===== src/rtl/mon_prefetch.sv =====
// Sequential read-prefetch buffer in front of the monitor Wishbone slave; hits ack next cycle, misses/writes go to the slave.
// Optional hit/miss statistics counters are enabled by defining MON_PREFETCH_STATS_EN.
module mon_prefetch #(
    parameter int DEPTH       = 4,
    parameter int WINDOW_BITS = 13
) (
    input  logic        sys_clk,
    input  logic        sys_rst_n,
    input  logic        flush,
    input  logic [31:0] s_adr_i,
    input  logic [31:0] s_dat_i,
    input  logic [3:0]  s_sel_i,
    input  logic        s_we_i,
    input  logic        s_stb_i,
    input  logic        s_cyc_i,
    output logic [31:0] s_dat_o,
    output logic        s_ack_o,
    output logic [31:0] m_adr_o,
    output logic [31:0] m_dat_o,
    output logic [3:0]  m_sel_o,
    output logic        m_we_o,
    output logic        m_stb_o,
    output logic        m_cyc_o,
    input  logic [31:0] m_dat_i,
    input  logic        m_ack_i
`ifdef MON_PREFETCH_STATS_EN
    ,
    output logic [31:0] hit_count,
    output logic [31:0] miss_count
`endif
);

    localparam int HW = $clog2(DEPTH);
    localparam logic [HW:0] FULL = (HW+1)'(DEPTH);

    typedef enum logic [1:0] {IDLE, PREF, MISS, WR} state_t;

    state_t        state;
    logic [31:0]   mem [DEPTH];
    logic [HW-1:0] head;
    logic [HW:0]   cnt;
    logic [29:0]   base;
    logic          pf_kill;

    logic [29:0]   s_word;
    logic [29:0]   off;
    logic          dem, rd_req, wr_req, hit;
    logic          pf_ack, pf_match, pf_keep, serve, miss_go, pf_ok;
    logic [HW:0]   k;
    logic [HW-1:0] rd_slot, wr_slot;
    logic [30:0]   pf_sum;
    logic          unused_adr;

    assign unused_adr = ^s_adr_i[1:0];

    assign s_word  = s_adr_i[31:2];
    assign off     = s_word - base;
    assign dem     = s_stb_i & s_cyc_i & ~s_ack_o & ((state == IDLE) | (state == PREF));
    assign rd_req  = dem & ~s_we_i;
    assign wr_req  = dem & s_we_i;
    assign hit     = rd_req & (off < 30'(cnt));

    // A prefetch that lands on the word the CPU is waiting for is served directly.
    assign pf_ack   = (state == PREF) & m_ack_i;
    assign pf_match = pf_ack & ~pf_kill & rd_req & ~hit & (s_word == m_adr_o[31:2]);
    assign serve    = hit | pf_match;
    assign pf_keep  = pf_ack & ~pf_kill & (~dem | serve);
    assign k        = pf_match ? cnt : off[HW:0];
    assign rd_slot  = head + off[HW-1:0];
    assign wr_slot  = head + cnt[HW-1:0];
    assign miss_go  = (state == IDLE) & rd_req & ~hit;

    // Carry out of the 30-bit sum means the next word would wrap past the top of memory.
    assign pf_sum = {1'b0, base} + 31'(cnt);
    assign pf_ok  = (state == IDLE) & ~dem & ~flush & (cnt != '0) & (cnt < FULL) & ~pf_sum[30]
                  & (pf_sum[29:WINDOW_BITS-2] == base[29:WINDOW_BITS-2]);

    always_ff @(posedge sys_clk) begin
        if (pf_keep)
            mem[wr_slot] <= m_dat_i;
        else if ((state == MISS) && m_ack_i)
            mem[0] <= m_dat_i;
    end

    always_ff @(posedge sys_clk or negedge sys_rst_n) begin
        if (!sys_rst_n) begin
            state   <= IDLE;
            head    <= '0;
            cnt     <= '0;
            base    <= '0;
            pf_kill <= 1'b0;
            s_dat_o <= '0;
            s_ack_o <= 1'b0;
            m_adr_o <= '0;
            m_dat_o <= '0;
            m_sel_o <= '0;
            m_we_o  <= 1'b0;
            m_stb_o <= 1'b0;
            m_cyc_o <= 1'b0;
        end else begin
            s_ack_o <= 1'b0;

            if (serve) begin
                s_ack_o <= 1'b1;
                s_dat_o <= pf_match ? m_dat_i : mem[rd_slot];
                head    <= head + k[HW-1:0];
                base    <= base + 30'(k);
            end

            if (flush || wr_req)
                cnt <= '0;
            else if ((state == MISS) && m_ack_i)
                cnt <= (HW+1)'(1);
            else
                cnt <= cnt - (serve ? k : '0) + (HW+1)'(pf_keep);

            case (state)
                IDLE: begin
                    if (wr_req) begin
                        m_stb_o <= 1'b1;
                        m_cyc_o <= 1'b1;
                        m_we_o  <= 1'b1;
                        m_adr_o <= {s_adr_i[31:2], 2'b00};
                        m_dat_o <= s_dat_i;
                        m_sel_o <= s_sel_i;
                        state   <= WR;
                    end else if (miss_go) begin
                        m_stb_o <= 1'b1;
                        m_cyc_o <= 1'b1;
                        m_we_o  <= 1'b0;
                        m_adr_o <= {s_adr_i[31:2], 2'b00};
                        m_sel_o <= 4'hF;
                        state   <= MISS;
                    end else if (pf_ok) begin
                        m_stb_o <= 1'b1;
                        m_cyc_o <= 1'b1;
                        m_we_o  <= 1'b0;
                        m_adr_o <= {pf_sum[29:0], 2'b00};
                        m_sel_o <= 4'hF;
                        pf_kill <= 1'b0;
                        state   <= PREF;
                    end
                end
                PREF: begin
                    if (m_ack_i) begin
                        m_stb_o <= 1'b0;
                        m_cyc_o <= 1'b0;
                        state   <= IDLE;
                    end else if (flush || wr_req) begin
                        pf_kill <= 1'b1;
                    end
                end
                MISS: begin
                    if (m_ack_i) begin
                        m_stb_o <= 1'b0;
                        m_cyc_o <= 1'b0;
                        s_ack_o <= 1'b1;
                        s_dat_o <= m_dat_i;
                        head    <= '0;
                        base    <= m_adr_o[31:2];
                        state   <= IDLE;
                    end
                end
                WR: begin
                    if (m_ack_i) begin
                        m_stb_o <= 1'b0;
                        m_cyc_o <= 1'b0;
                        m_we_o  <= 1'b0;
                        s_ack_o <= 1'b1;
                        state   <= IDLE;
                    end
                end
                default: state <= IDLE;
            endcase
        end
    end

`ifdef MON_PREFETCH_STATS_EN
    always_ff @(posedge sys_clk or negedge sys_rst_n) begin
        if (!sys_rst_n) begin
            hit_count  <= '0;
            miss_count <= '0;
        end else if (flush) begin
            hit_count  <= '0;
            miss_count <= '0;
        end else begin
            if (serve && (hit_count != 32'hFFFF_FFFF))
                hit_count <= hit_count + 32'd1;
            if (miss_go && (miss_count != 32'hFFFF_FFFF))
                miss_count <= miss_count + 32'd1;
        end
    end
`endif

endmodule

===== config.mk =====
export PLATFORM = sky130hd
export DESIGN_NAME = mon_prefetch
export DESIGN_NICKNAME = d
export VERILOG_FILES = /design/src/rtl/mon_prefetch.sv
export SDC_FILE = /design/constraint.sdc
export NUM_CORES = 1
export LEC_CHECK = 0
export CORE_MARGIN = 2
export CORE_UTILIZATION = 46
export CTS_CLUSTER_SIZE = 8
export DETAILED_ROUTE_END_ITERATION = 12
export GPL_ROUTABILITY_DRIVEN = 1
export PLACE_DENSITY = 0.69
export SLEW_MARGIN = 15
export SYNTH_ARGS = -nofsm -noshare
export SYNTH_HDL_FRONTEND = slang
export SYNTH_SLANG_ARGS = --single-unit

===== constraint.sdc =====
create_clock -name sys_clk -period 8.4 [get_ports sys_clk]
set_clock_uncertainty 0.1 [all_clocks]
set_input_delay 2.52 -clock sys_clk [delete_from_list [all_inputs] [get_ports sys_clk]]
set_output_delay 2.52 -clock sys_clk [all_outputs]
set_load 0.01 [all_outputs]

==> flow_summary.json <==
{
  "status": "completed",
  "antenna_found_initial": 1,
  "ys.flop_type": "dfrtp_1",
  "cpLargestDelayFamily": "simple AND/OR/NAND/NOR gates",
  "period_needed_ns": 8.05,
  "p_sw_mw": 2.45,
  "cts_buffers": 39,
  "syn_to_final_growth_pct": 29.5,
  "crit_path_start_kind": "input port",
  "crit_required_ns": 8.73,
  "swShare_pct": 37.6,
  "initial_core_util_pct": 46.6,
  "cpMaxStageDelayCell": "or4_1",
  "synth_cell_type_count": 83,
  "power_density_nw_per_um2": 333,
  "period_share_pct": 95.8,
  "hold_class": "reg -> reg",
  "holdWs_ns": 0.401,
  "max_stage_delay_ns": 0.58,
  "htreeDepth": 2,
  "num_rows": 66,
  "globalplace.congestion": 0.912,
  "cts_tree": "yes",
  "grtUsageTotal_pct": 27.2,
  "place_hpwl_mm": 33.3,
  "ys_seq_area_share_pct": 48.5,
  "drt-pass1-iter-count": 6,
  "drive_gt1_share_pct": 17.0,
  "seqPwrFrac_pct": 30.6,
  "synth_top_area_share_pct": 25.4,
  "ir_worst_vdd_mv": 0.246,
  "coreArea_um2": 32500,
  "grt_pass1_wl_mm": 71.8,
  "gr-total-overflow": 0,
  "post_dp_cell_area_um2": 18400,
  "finalSetupViolCount": 0,
  "relSlewSlack_pct": 38.6,
  "cts_resized": 0,
  "antenna_left": 0,
  "hold_violations": 0,
  "avgViaCountPerCell": 5.94,
  "ys_top_cells_by_area": "edfxtp_1 25%, dfrtp_1 23%, mux4_2 4.8%",
  "die_x_um": 185,
  "ioPinCount": 211,
  "wl_per_cell_um": 21.4,
  "fmax_ghz": 0.124,
  "clk_latency_ns": 0.54,
  "fillerInstances": 2681,
  "syn_area_um2": 15100,
  "async_flop_share_pct": 52.1,
  "vias": 12877,
  "first_global_vias": 13083,
  "clkSinkCount": 267,
  "grt_setup_unrepaired": "false",
  "dieArea_um2": 34300,
  "holdBufCountCts": 0,
  "crit_buf_inv": 4,
  "first_iter_violations": 1134,
  "endpoint_kind": "register",
  "clk_path_buf_depth": 3,
  "yosys.area.top_type": "edfxtp_1",
  "worstMarginPinSlew_ns": 0.921,
  "intPower_mw": 4.06,
  "route.detailed.drc": 0,
  "post-route-cell-area_um2": 19600,
  "clk_pin_slew_ns": 0.05,
  "cp_max_fo": 3,
  "wl_mm": 46.5,
  "ys_seq_elements": 267,
  "synthCells": 1419,
  "clockRootBuffer": "clkbuf_16",
  "synth_edf_count": 128,
  "criticalPathCategory": "in -> reg",
  "cp_common_cell": "ha_1",
  "drv_cap": 0,
  "maxSlewViolCount": 0,
  "post_cts.repair.setup_buffers": 0,
  "power_frac_comb_pct": 47.2,
  "grt_max_degree": 87,
  "fin_nets": 1863,
  "clkPwrFrac_pct": 22.2,
  "portBuffers": 206,
  "ys_warn_count": 0,
  "die_y_um": 185,
  "syn_avg_cell_area_um2": 10.6,
  "worstPathArrival_ns": 8.38,
  "leakage_nw": 7.99
}
cell usage in the layout (no fill, tap or decap), drive strengths merged, types with 35 or more instances in the layout:
cell           instances
buf                  132
edfxtp               128
nand3                 58
ha                    47
nor3                  45
nand4                 35
dfrtp                139
clkbuf                58
nand2                178
o22ai                 47
a21o                  43
clkdlybuf4s50        205
a21oi                 48
inv                   67
nor2                  57
metrics by stage:
step / setup TNS, ns / power [mW] / cells / utilization, % / setup WS [ns]
2_1_floorplan: 0 / 3.66 / 1420 / - / 0.0200
3_5_place_dp: -3.13 / 5.05 / 2106 / 56.7 / -0.343
6_report: 0 / 6.51 / 2169 / 60.3 / 0.354
3_3_place_gp: -2.21 / 5.00 / 2106 / 56.7 / -0.233
4_1_cts: 0 / 6.52 / 2168 / 60.2 / 0.196
5_1_grt: 0 / 6.89 / 2168 / 60.3 / 0.0255
power by group through the flow:
stage / Combinational, mW / Sequential (mW) / Clock, mW
2_1_floorplan: 1.64 / 2.02 / 0
3_3_place_gp: 3.01 / 1.99 / 0
3_5_place_dp: 3.04 / 2.00 / 0
4_1_cts: 3.07 / 1.99 / 1.47
5_1_grt: 3.34 / 2.03 / 1.52
6_report: 3.08 / 1.99 / 1.44
synthesized netlist by cell type, types with 13 or more instances:
master    count
o211ai_1     23
o22ai_1      47
inv_1        65
nor2_1       56
dfrtp_1     139
xor2_1       23
a21o_1       43
clkbuf_1     51
buf_2        18
o221a_2      16
nand4_1      35
a21oi_1      44
nand2_1     176
nor3_1       45
mux4_2       32
o21a_1       19
edfxtp_1    128
nor4_1       22
mux2_2       34
or3_1        21
xnor2_1      34
nand3_1      56
o21ai_0      25
a31oi_1      23
and2_1       13
ha_1         47
routing by layer:
metal	track usage (%)	share of wire (%)
met4	11.5	4.1
met2	45.2	48
met3	5.35	7.4
met1	34.8	41
met5	0	0
registers in the layout, summed over array words and instances (netlist names):
signal,count
m_adr_o,30
pf_kill,1
m_dat_o,32
head,2
state,2
mem,128
base,30
m_we_o,1
cnt,3
m_cyc_o,1
s_ack_o,1
s_dat_o,32
m_sel_o,4
final timing paths:
path	cells after the start	endpoint	slack, ns	from
setup / recovery	25	base[21]$_DFF_PN0_	0.35	s_adr_i[2]
hold / removal	1	m_dat_o[8]$_DFFE_PN0P_	0.40	m_dat_o[8]$_DFFE_PN0P_
setup reg to reg	21	base[21]$_DFF_PN0_	2.44	base[18]$_DFF_PN0_
hold reg to reg	1	m_dat_o[8]$_DFFE_PN0P_	0.40	m_dat_o[8]$_DFFE_PN0P_
max in group asynchronous	2	base[25]$_DFF_PN0_	4.91	sys_rst_n
min in group asynchronous	1	m_adr_o[26]$_DFFE_PN0P_	1.96	sys_rst_n
logic make-up after synthesis:
| kind of cell | Yosys count | synth area share (%) |
|---|---|---|
| buffers and inverters | 158 | 4.50 |
| multiplexers | 76 | 7.96 |
| flip-flops | 267 | 48.5 |
| other | 1 | 0.0248 |
| AND/OR/NAND/NOR | 485 | 16.0 |
| adder cells (fa/ha/maj) | 51 | 4.42 |
| AO/OA/AOI/OAI | 324 | 15.4 |
| XOR/XNOR | 57 | 3.30 |
area by class of cell:
type                            instances  area [um^2]  share of cell area, %
Sequential cell                       267         7320                   37.4
Multi-Input combinational cell        995         7200                   36.8
Timing Repair Buffer                  337         3120                   16.0
Clock buffer                           58         1050                   5.35
Tap cell                              442          553                   2.83
Inverter                               65          244                   1.25
Clock inverter                          4         77.6                  0.396
Antenna cell                            1         2.50                 0.0128
(Power assumes the default switching activity.)
